## src/rtl/fetch_stage_pkg.sv

```systemverilog
// Shared core definitions for the fetch stage and its consumers (decode reuses if_id_t).
// Holds the core widths, the NOP encoding, the FSM/IF-ID control enums and the IF/ID struct.
package fetch_stage_pkg;

    localparam int CORE_PC_WIDTH    = 16;
    localparam int CORE_INSTR_WIDTH = 16;
    localparam logic [CORE_INSTR_WIDTH-1:0] CORE_NOP_INSTR = 16'h0000;

    typedef enum logic {
        BOOT,
        RUN
    } fetch_state_e;

    // Per-edge action applied to the IF/ID register
    typedef enum logic [1:0] {
        IFID_HOLD,
        IFID_LOAD,
        IFID_BUBBLE
    } if_id_op_e;

    typedef struct packed {
        logic                        valid;
        logic [CORE_INSTR_WIDTH-1:0] instr;
        logic [CORE_PC_WIDTH-1:0]    pc;
        logic [CORE_PC_WIDTH-1:0]    pc_plus2;
    } if_id_t;

endpackage

```

## src/rtl/fetch_stage_if_id_reg.sv

```systemverilog
// IF/ID pipeline register with hold, load and bubble controls.
// A bubble still records the PC pair so a squashed slot remains traceable.
module if_id_reg
    import fetch_stage_pkg::*;
#(
    parameter int                     PC_WIDTH    = CORE_PC_WIDTH,
    parameter int                     INSTR_WIDTH = CORE_INSTR_WIDTH,
    parameter logic [INSTR_WIDTH-1:0] NOP_INSTR   = CORE_NOP_INSTR
) (
    input  logic                   clk,
    input  logic                   rst_n,
    input  if_id_op_e              op,
    input  logic [INSTR_WIDTH-1:0] instr,
    input  logic [PC_WIDTH-1:0]    pc,
    input  logic [PC_WIDTH-1:0]    pc_plus2,
    output logic                   valid_q,
    output logic [INSTR_WIDTH-1:0] instr_q,
    output logic [PC_WIDTH-1:0]    pc_q,
    output logic [PC_WIDTH-1:0]    pc_plus2_q
);

    always_ff @(posedge clk or negedge rst_n) begin
        if (!rst_n) begin
            valid_q    <= 1'b0;
            instr_q    <= NOP_INSTR;
            pc_q       <= '0;
            pc_plus2_q <= '0;
        end else begin
            case (op)
                IFID_LOAD: begin
                    valid_q    <= 1'b1;
                    instr_q    <= instr;
                    pc_q       <= pc;
                    pc_plus2_q <= pc_plus2;
                end
                IFID_BUBBLE: begin
                    valid_q    <= 1'b0;
                    instr_q    <= NOP_INSTR;
                    pc_q       <= pc;
                    pc_plus2_q <= pc_plus2;
                end
                default: ;
            endcase
        end
    end

endmodule

```

## src/rtl/fetch_stage.sv

```systemverilog
// Instruction-fetch stage: owns the PC, selects the next PC (redirect/stall/flush),
// fills the IF/ID register and keeps a saturating count of valid fetches.
module fetch_stage
    import fetch_stage_pkg::*;
#(
    parameter int                     PC_WIDTH    = CORE_PC_WIDTH,
    parameter int                     INSTR_WIDTH = CORE_INSTR_WIDTH,
    parameter logic [PC_WIDTH-1:0]    RESET_PC    = 16'h0000,
    parameter logic [INSTR_WIDTH-1:0] NOP_INSTR   = CORE_NOP_INSTR
) (
    input  logic                   clk,
    input  logic                   rst_n,
    output logic [PC_WIDTH-1:0]    imem_pc,
    input  logic [INSTR_WIDTH-1:0] imem_instr,
    input  logic                   stall,
    input  logic                   flush,
    input  logic                   redirect_valid,
    input  logic [PC_WIDTH-1:0]    redirect_target,
    output logic                   if_id_valid,
    output logic [INSTR_WIDTH-1:0] if_id_instr,
    output logic [PC_WIDTH-1:0]    if_id_pc,
    output logic [PC_WIDTH-1:0]    if_id_pc_plus2,
    output logic [15:0]            fetch_count
);

    fetch_state_e          state_q, state_d;
    logic [PC_WIDTH-1:0]   pc_q, pc_d;
    logic [PC_WIDTH-1:0]   pc_inc;
    logic [PC_WIDTH-1:0]   redirect_pc;
    logic [15:0]           count_q;
    if_id_op_e             ifid_op;
    logic                  unused_target_lsb;

    assign imem_pc           = pc_q;
    assign pc_inc            = pc_q + PC_WIDTH'(2);
    // Instructions are halfword aligned, so the target LSB is dropped
    assign redirect_pc       = {redirect_target[PC_WIDTH-1:1], 1'b0};
    assign unused_target_lsb = redirect_target[0];

    always_comb begin
        state_d = state_q;
        pc_d    = pc_q;
        ifid_op = IFID_HOLD;
        case (state_q)
            BOOT: begin
                state_d = RUN;
                ifid_op = IFID_BUBBLE;
                if (redirect_valid) pc_d = redirect_pc;
            end
            RUN: begin
                if (redirect_valid) begin
                    pc_d    = redirect_pc;
                    ifid_op = IFID_BUBBLE;
                end else if (stall && flush) begin
                    ifid_op = IFID_BUBBLE;
                end else if (stall) begin
                    ifid_op = IFID_HOLD;
                end else if (flush) begin
                    pc_d    = pc_inc;
                    ifid_op = IFID_BUBBLE;
                end else begin
                    pc_d    = pc_inc;
                    ifid_op = IFID_LOAD;
                end
            end
            default: state_d = BOOT;
        endcase
    end

    always_ff @(posedge clk or negedge rst_n) begin
        if (!rst_n) begin
            state_q <= BOOT;
            pc_q    <= RESET_PC;
            count_q <= '0;
        end else begin
            state_q <= state_d;
            pc_q    <= pc_d;
            if (ifid_op == IFID_LOAD && count_q != 16'hFFFF) count_q <= count_q + 16'd1;
        end
    end

    assign fetch_count = count_q;

    if_id_reg #(
        .PC_WIDTH   (PC_WIDTH),
        .INSTR_WIDTH(INSTR_WIDTH),
        .NOP_INSTR  (NOP_INSTR)
    ) u_if_id (
        .clk       (clk),
        .rst_n     (rst_n),
        .op        (ifid_op),
        .instr     (imem_instr),
        .pc        (pc_q),
        .pc_plus2  (pc_inc),
        .valid_q   (if_id_valid),
        .instr_q   (if_id_instr),
        .pc_q      (if_id_pc),
        .pc_plus2_q(if_id_pc_plus2)
    );

endmodule

```

## config.mk

```make
export PLATFORM = sky130hd
export DESIGN_NAME = fetch_stage
export DESIGN_NICKNAME = d
export VERILOG_FILES = /design/src/rtl/fetch_stage_pkg.sv /design/src/rtl/fetch_stage_if_id_reg.sv /design/src/rtl/fetch_stage.sv
export SDC_FILE = /design/constraint.sdc
export NUM_CORES = 1
export LEC_CHECK = 0
export ABC_AREA = 0
export CAP_MARGIN = 10
export CORE_MARGIN = 2
export CORE_UTILIZATION = 42
export CTS_BUF_LIST = sky130_fd_sc_hd__clkbuf_8
export DETAILED_ROUTE_END_ITERATION = 16
export GPL_TIMING_DRIVEN = 0
export PLACE_DENSITY = 0.76
export SLEW_MARGIN = 10
export SYNTH_ARGS = -nofsm -noshare
export SYNTH_HDL_FRONTEND = slang
export SYNTH_HIERARCHICAL = 1
export SYNTH_SLANG_ARGS = --single-unit
```

## constraint.sdc

```tcl
create_clock -name clk -period 1.99 [get_ports clk]
set_clock_uncertainty 0.1 [all_clocks]
set_input_delay 0.398 -clock clk [delete_from_list [all_inputs] [get_ports clk]]
set_output_delay 0.398 -clock clk [all_outputs]
set_load 0.01 [all_outputs]
```

==> summary.md, run 1 <==
| Metric | Value |
|---|---|
| Status | complete, no violations |
| Final setup fails | 0 |
| Number of synthesized flops with an enable pin | 0 |
| Period minus WS final | 1.925 ns |
| Crit-path leading delay family | buffers and inverters |
| Final Hold Fails | 0 |
| Die W | 100.1 um |
| Largest net degree at the start of global routing | 48 |
| H-tree levels | 3 |
| Worst Path Required | 1.49 ns |
| Total of max-cap violations | 0 |
| Syn Std Cell Area | 3875 um2 |
| Reg2reg end | u_if_id/pc_plus2_q[15] |
| DRC | 0 |
| R2r setup slk | 0.07 ns |
| Register area share after synthesis | 0.5231 |
| Synth top area share | 0.5231 |
| Startpoint types | register |
| CTS Sinks | 81 |
| WL final | 9.483 mm |
| Worst path max stage delay | 0.59 ns |
| Aggregate global-route resource usage | 0.1932 |
| Pre-antenna DRT Iters | 4 |
| VDD IR max | 611.3 uV |
| Layout area overhead | 42.33% |
| Antenna cells | 0 |
| Final Max Tran Viols | 0 |
| Hold EP | imem_pc[10] |
| RePlAce Congestion | 0.8108 |
| Port bufs | 115 |
| Unrepaired setup endpoints after global routing | true |
| Primary FF master, synth | dfrtp_1 |
| Synthesized area per cell | 10.98 um2 |
| Initial antenna violation count | 0 |
| Root Buffer | clkbuf_8 |
| Cell variety after synth | 34 |
| Slowest cell on crit path | clkdlybuf4s50_1 |
| Clock Path Buffers | 2 |
| Mapped Cells | 353 |
| Post-DR wirelength/cell | 15.86 um |
| YS warnings | 6 |
| Async set or reset register ratio after synthesis | 1.000 |
| Num rows | 35 |
| Num CTS Buffers | 9 |
| Number of global-route vias before repair | 3113 |
| TritonCTS clock tree | yes |
| Clk pin slew, worst setup/hold paths | 0.09 ns |
| Total gr overflow | 0 |
| Initial drt markers | 73 |
| Crit-path max FO | 7 |
| Fill cell count | 760 |
| Worst r2r src | imem_pc[7] |
| Share of layout cells above drive strength 1 | 0.1766 |
| CP cell instances | clkdlybuf4s50_1 |
| DIE AREA | 10010 um2 |
| Via density | 5.109 |
| I/O Pins | 118 |
| Synth area leaders | dfrtp_1 (52%), mux2_2 (8.1%), xnor2_1 (5.4%), nand2_1 (4.5%), o21ai_0 (4.1%) |
| DR vias | 3055 |
| Leakage | 2.309 nW |
| Setup_tns | 0 ns |
| CP Data Arrival Time | 1.43 ns |
| Min-Delay Path Class | input port to register |
| Core Region | 9109 um2 |
| ANT nets after route | 0 |
| Die Y | 100.1 um |
| Post-route clock period utilization | 0.9675 |
| Clk Latency, worst-skew pair | 0.35 ns |
| Power density over the cells | 796.6 nW/um2 |
| #FFs+latches synth | 81 |
| Final nets | 524 |
| F_max | 519.4 MHz |
| Fin util | 0.6055 |
| Synth area leader | dfrtp_1 |
| Initial Util | 0.4254 |
| Worst reg2reg path depth | 6 |
| Buf/Inv on CP | 1 |
| CP endpoint kind | primary output |
| Final hold slack | 0.2649 ns |
| Estimated wirelength of the detail-placed design | 6.800 mm |
| Cell count of the worst hold path | 2 |
| CP Class | register to primary output |
| Hold Path Origin | redirect_valid |
| First-pass GRT wire length | 15.38 mm |
## through the flow
stage	total power [mW]	cells	cell area [um2]	setup slack, ns
after floorplan	2.390	355	3895	0.03532
after global placement	2.932	581	5185	-2.459
after detailed placement	2.960	582	5210	-0.8240
after CTS	4.430	599	5492	0.001398
after global routing	4.605	598	5515	-0.05758
final	4.393	598	5515	0.06477
## synth_stat cells (5+ instances only)
cell type,number
nor2_1,6
nand3_1,12
xor2_1,16
mux2_2,28
mux2_4,6
and4_1,5
nand2_1,46
dfrtp_1,81
nor4_1,9
xnor2_1,24
nor3_1,6
nand2b_1,18
o21ai_0,32
inv_1,5
nand4_1,12
clkbuf_1,11
## where the power goes
part	total [mW]	leakage [nW]	internal, mW	switching [mW]
sequential	1.98	1.02	1.82	0.159
clock	1.46	0.122	0.862	0.594
combinational	0.958	1.16	0.565	0.394
## per-layer routing
metal | global-route usage | vias to the layer above | wire, um | share of wire
met4 | 0.07060 | 0 | 149 | 0.016
met3 | 0.03552 | 12 | 378 | 0.040
met5 | 0 | - | 0 | 0
met1 | 0.2735 | 1499 | 4417 | 0.47
li1 | - | 1469 | - | -
met2 | 0.2983 | 75 | 4537 | 0.48
## cell families after synthesis
logic type / count (synthesis) / synth area share
flip-flops: 81 / 0.5231
adder cells (fa/ha/maj): 4 / 0.01292
AO/OA/AOI/OAI: 38 / 0.05037
multiplexers: 36 / 0.1101
buffers and inverters: 27 / 0.03552
other: 2 / 0.001938
AND/OR/NAND/NOR: 125 / 0.1757
XOR/XNOR: 40 / 0.09041
## worst max-delay path by stage
stage | start | cells after the start | slack, ns | end
floorplan | stall | 6 | 0.04 | u_if_id/pc_q[10]
global placement | rst_n | 1 | -2.46 | fetch_count[15]
detailed placement | redirect_valid | 8 | -0.82 | u_if_id/instr_q[3]
CTS | imem_pc[6] | 1 | 0.001 | imem_pc[6]
global route | imem_pc[7] | 6 | -0.06 | u_if_id/pc_plus2_q[15]
finish | imem_pc[10] | 1 | 0.06 | imem_pc[10]
## layout make-up
cell class	count	area [um2]	share of cell area
Inverter	5	18.77	0.003403
Multi-Input combinational cell	247	1762	0.3194
Timing Repair Buffer	118	1186	0.2151
Buffer	21	133.9	0.02427
Clock inverter	5	103.9	0.01883
Sequential cell	81	2034	0.3689
Tap cell	111	138.9	0.02518
Clock buffer	10	137.6	0.02495
## cells in the final DEF, fill, tap and decap left out, types with 3 or more instances in the layout
| cell | instances |
|---|---|
| nand4_1 | 12 |
| nor4_1 | 7 |
| bufinv_16 | 3 |
| inv_1 | 4 |
| dfrtp_2 | 6 |
| dfrtp_1 | 75 |
| xnor2_1 | 24 |
| buf_2 | 4 |
| nand2_1 | 46 |
| o21ai_0 | 32 |
| a21oi_1 | 4 |
| and3_1 | 3 |
| clkdlybuf4s50_1 | 111 |
| and4_1 | 4 |
| clkbuf_8 | 11 |
| nand2b_1 | 18 |
| buf_4 | 6 |
| nor3_1 | 6 |
| nand3_1 | 11 |
| clkbuf_1 | 5 |
| nor2_1 | 6 |
| xor2_1 | 16 |
| clkbuf_2 | 6 |
| conb_1 | 4 |
| mux2_2 | 28 |
| mux2_4 | 6 |
## state kept, by name (all words and copies together) (netlist names)
signal	count
u_if_id/instr_q	16
u_if_id/pc_plus2_q	16
u_if_id/pc_q	16
imem_pc	15
u_if_id/valid_q	1
state_q	1
fetch_count	16
## timing repair
| item | CTS | global route |
|---|---|---|
| resized for setup | 14 | 13 |
| hold endpoints to repair | 34 | 0 |
| pin swaps | 1 | 1 |
| gates cloned | 0 | 0 |
| hold buffers | 1 | 0 |
| endpoints found under the setup margin | 55 | 18 |
| buffers inserted | 1 | 0 |
No activity file was read; power rests on OpenSTA's default activity.
==> run 2, diff against run 1 <==
Settings changed: ABC_AREA 0 to 1, PLACE_DENSITY 0.76 to 0.75.
==> summary.md, run 2 <==
| Metric | Value |
|---|---|
| Period minus WS final | 1.954 ns (was 1.925 ns) |
| Core Region | 9284 um2 (was 9109 um2) |
| Final Hold Fails | 0 (unchanged) |
| Total power | 4.301 mW (was 4.393 mW) |
| Share of layout cells above drive strength 1 | 0.09644 (was 0.1766) |
| Slowest cell on crit path | clkdlybuf4s50_1 (unchanged) |
| Crit-path leading delay family | buffers and inverters (unchanged) |
| Finished Layout Cells | 803 (was 598) |
| Buf/Inv on CP | 1 (unchanged) |
| Total gr overflow | 0 (unchanged) |
| Fin util | 0.6186 (was 0.6055) |
| Number of global-route vias before repair | 3670 (was 3113) |
| CP Data Arrival Time | 1.46 ns (was 1.43 ns) |
| Post-route clock period utilization | 0.9820 (was 0.9675) |
| Unrepaired setup endpoints after global routing | false (was true) |
| ANT nets after route | 0 (unchanged) |
| Post-DP Area | 5380 um2 (was 5210 um2) |
| Clk Latency, worst-skew pair | 0.36 ns (was 0.35 ns) |
| Commonest cells in the netlist | nand2_1 (255), dfrtp_1 (81), nor2_1 (48) (was dfrtp_1 (81), nand2_1 (46), o21ai_0 (32)) |
| Worst path max stage delay | 0.59 ns (about the same) |
| Status | complete, no violations (unchanged) |
| Initial antenna violation count | 0 (unchanged) |
| Slew @ Worst Pin | 0.5263 ns |
| CTS Sinks | 81 (unchanged) |
| Die Y | 102.0 um (was 100.1 um) |
| Power density over the cells | 749.0 nW/um2 (was 796.6 nW/um2) |
| Synthesized area per cell | 7.599 um2 (was 10.98 um2) |
| Cell variety after synth | 28 (was 34) |
| #FFs+latches synth | 81 (unchanged) |
| DIE AREA | 10410 um2 (was 10010 um2) |
| Crit path capture | imem_pc[6] (was imem_pc[10]) |
| Pre-antenna DRT Iters | 7 (was 4) |
| H-tree levels | 3 (unchanged) |
| Final setup fails | 0 (unchanged) |
| Final nets | 710 (was 524) |
| Initial drt markers | 134 (was 73) |
| Top-count cell post-synth | nand2_1 (was dfrtp_1) |
| Number of synthesized flops with an enable pin | 0 (unchanged) |
| Register area share after synthesis | 0.5023 (was 0.5231) |
| Synth top area share | 0.5023 (was 0.5231) |
| Root Buffer | clkbuf_8 (unchanged) |
| Via density | 4.809 (was 5.109) |
| Antenna cells | 0 (unchanged) |
| TritonCTS clock tree | yes (unchanged) |
| Clk pin slew, worst setup/hold paths | 0.09 ns (about the same) |
| Async set or reset register ratio after synthesis | 1.000 (unchanged) |
| Final Max Tran Viols | 0 (unchanged) |
| Synth area leaders | dfrtp_1 (50%), nand2_1 (24%), nor2_1 (4.5%), nand3_1 (4.2%), inv_1 (2.6%) (was dfrtp_1 (52%), mux2_2 (8.1%), xnor2_1 (5.4%), nand2_1 (4.5%), o21ai_0 (4.1%)) |
| Min-Delay Path Class | register to register (was input port to register) |
| Post-synthesis simple-gate area fraction | 0.3575 (was 0.1757) |
| Worst r2r src | state_q (was imem_pc[7]) |
| Worst Path Required | 1.49 ns (about the same) |
| Crit-path max FO | 6 (was 7) |
| Synth Area in XOR/XNOR | 0.03256 (was 0.09041) |
| YS warnings | 6 (unchanged) |
| DRC | 0 (unchanged) |
| Num CTS Buffers | 9 (unchanged) |
| I/O Pins | 118 (unchanged) |
| Most common cell after layout, fill and taps aside | nand2_1 (was clkdlybuf4s50_1) |
| Die W | 102.0 um (was 100.1 um) |
| CP endpoint kind | primary output (unchanged) |
| WL final | 11.13 mm (was 9.483 mm) |
| Levels on crit path | 1 (unchanged) |
| Estimated wirelength of the detail-placed design | 8.082 mm (was 6.800 mm) |
| Initial Util | 0.4346 (was 0.4254) |
| First-pass GRT wire length | 17.95 mm (was 15.38 mm) |
| Startpoint types | register (unchanged) |
| Area fraction in compound gates after synthesis | 0.02977 (was 0.05037) |
| RePlAce Congestion | 0.8790 (was 0.8108) |
| Commonest non-fill, non-tap cells in the layout | nand2_1 (254), clkdlybuf4s50_1 (113), dfrtp_1 (77) (was clkdlybuf4s50_1 (111), dfrtp_1 (75), nand2_1 (46)) |
| VDD IR max | 471.2 uV (was 611.3 uV) |
| Adder-cell share of the synthesized area | 0.01240 (was 0.01292) |
| Total of max-cap violations | 0 (unchanged) |
| Leakage | 2.813 nW (was 2.309 nW) |
| Synth area leader | dfrtp_1 (unchanged) |
| CP Class | register to primary output (unchanged) |
| Primary FF master, synth | dfrtp_1 (unchanged) |
| DR vias | 3862 (was 3055) |
| Num rows | 35 (unchanged) |
| F_max | 511.7 MHz (was 519.4 MHz) |
| R2r setup slk | 0.11 ns (was 0.07 ns) |
| Layout area overhead | 42.33% (about the same) |
| Syn Std Cell Area | 4035 um2 (was 3875 um2) |
| Aggregate global-route resource usage | 0.2217 (was 0.1932) |
| Largest net degree at the start of global routing | 51 (was 48) |
| Post-DR wirelength/cell | 13.86 um (was 15.86 um) |
| Final Cell Area | 5743 um2 (was 5515 um2) |
| Mux share of post-synthesis cell area | 0 (was 0.1101) |
| Main combinational cell family by area after synthesis | simple AND/OR/NAND/NOR gates (unchanged) |
| Clock Path Buffers | 2 (unchanged) |
| Worst reg2reg path depth | 12 (was 6) |
| Port bufs | 115 (unchanged) |
| Final hold slack | 0.3799 ns (was 0.2649 ns) |
| Fill cell count | 814 (was 760) |
| Critical path startpoint | imem_pc[6] (was imem_pc[10]) |
| Max-slew headroom | 0.6492 |
| Placed insts | 778 (was 582) |
| CP cell instances | clkdlybuf4s50_1 (unchanged) |
| Mapped Cells | 531 (was 353) |
| Reg2reg end | u_if_id/pc_q[2] (was u_if_id/pc_plus2_q[15]) |
run 2: cell count changes after synthesis, sizes merged, moves of 7 or more:
cell	before	now
clkbuf	12	3
inv	5	32
mux2	35	0
nand2	46	260
nand2b	18	0
nand3	12	36
nor2	6	51
nor3	7	0
nor4	9	0
o21ai	32	15
xnor2	24	11
xor2	16	4
run 2: per-layer routing:
layer / vias to the layer above / track usage / wire length [um]
met5: - / 0 / 0
met3: 20 / 0.04241 / 570
met4: 0 / 0.08103 / 231
met2: 101 / 0.3623 / 5358
li1: 1915 / - / -
met1: 1826 / 0.2956 / 4970
run 2: stage by stage:
step	setup WS (ns)	TNS, ns
final	0.03573	0
after global routing	0.002390	0
after CTS	0.03309	0
after detailed placement	-0.6778	-31.66
after global placement	-2.511	-233.42
after floorplan	0.06972	0
run 2: layout make-up:
class | count | area, um2 | share of cell area
flip-flops and latches | 81 | 2032 | 0.3538
repair buffers | 125 | 1295 | 0.2255
multi-input cells | 399 | 1784 | 0.3107
clock inverters | 6 | 48.80 | 0.008497
plain buffers | 19 | 147.6 | 0.02571
well taps | 129 | 161.4 | 0.02810
clock buffers | 10 | 137.6 | 0.02397
inverters | 34 | 136.4 | 0.02375
run 2: what timing repair did:
action                     in CTS  in global routing
hold buffers                    1                  0
hold endpoints to repair       31                  0
buffers inserted                6                  0
pin swaps                       2                  1
resized for setup              15                  4
cloned                          2                  0
setup endpoints to repair      49                  5
run 2: cell families after synthesis:
logic type / count (synthesis)
buffers and inverters: 53
AND/OR/NAND/NOR: 356
AO/OA/AOI/OAI: 20
other: 2
XOR/XNOR: 15
flip-flops: 81
adder cells (fa/ha/maj): 4
run 2: power breakdown:
part | internal, mW | leakage, nW | total [mW] | switching [mW]
clock network | 0.501 | 0.0859 | 1.16 | 0.659
logic | 0.588 | 1.72 | 1.13 | 0.539
registers | 1.84 | 1.01 | 2.02 | 0.180
total | 2.92 | 2.81 | 4.30 | 1.38
run 2: how the worst min path moves through the flow:
stage,startpoint,to,slack [ns],cells past startpoint
global route,u_if_id/pc_plus2_q[3],u_if_id/pc_plus2_q[3],0.41,2
floorplan,rst_n,fetch_count[0],0.002,0
detailed placement,rst_n,fetch_count[10],0.28,1
finish,u_if_id/pc_q[13],u_if_id/pc_q[13],0.38,2
CTS,u_if_id/pc_q[13],u_if_id/pc_q[13],0.39,2
global placement,u_if_id/instr_q[8],u_if_id/instr_q[8],0.36,2
run 2: tightest hold or removal path: cells and delay by family, from the launching register on:
family	cells	cell delay [ns]
AND/OR/NAND/NOR	2	0.10
flip-flops	1	0.35
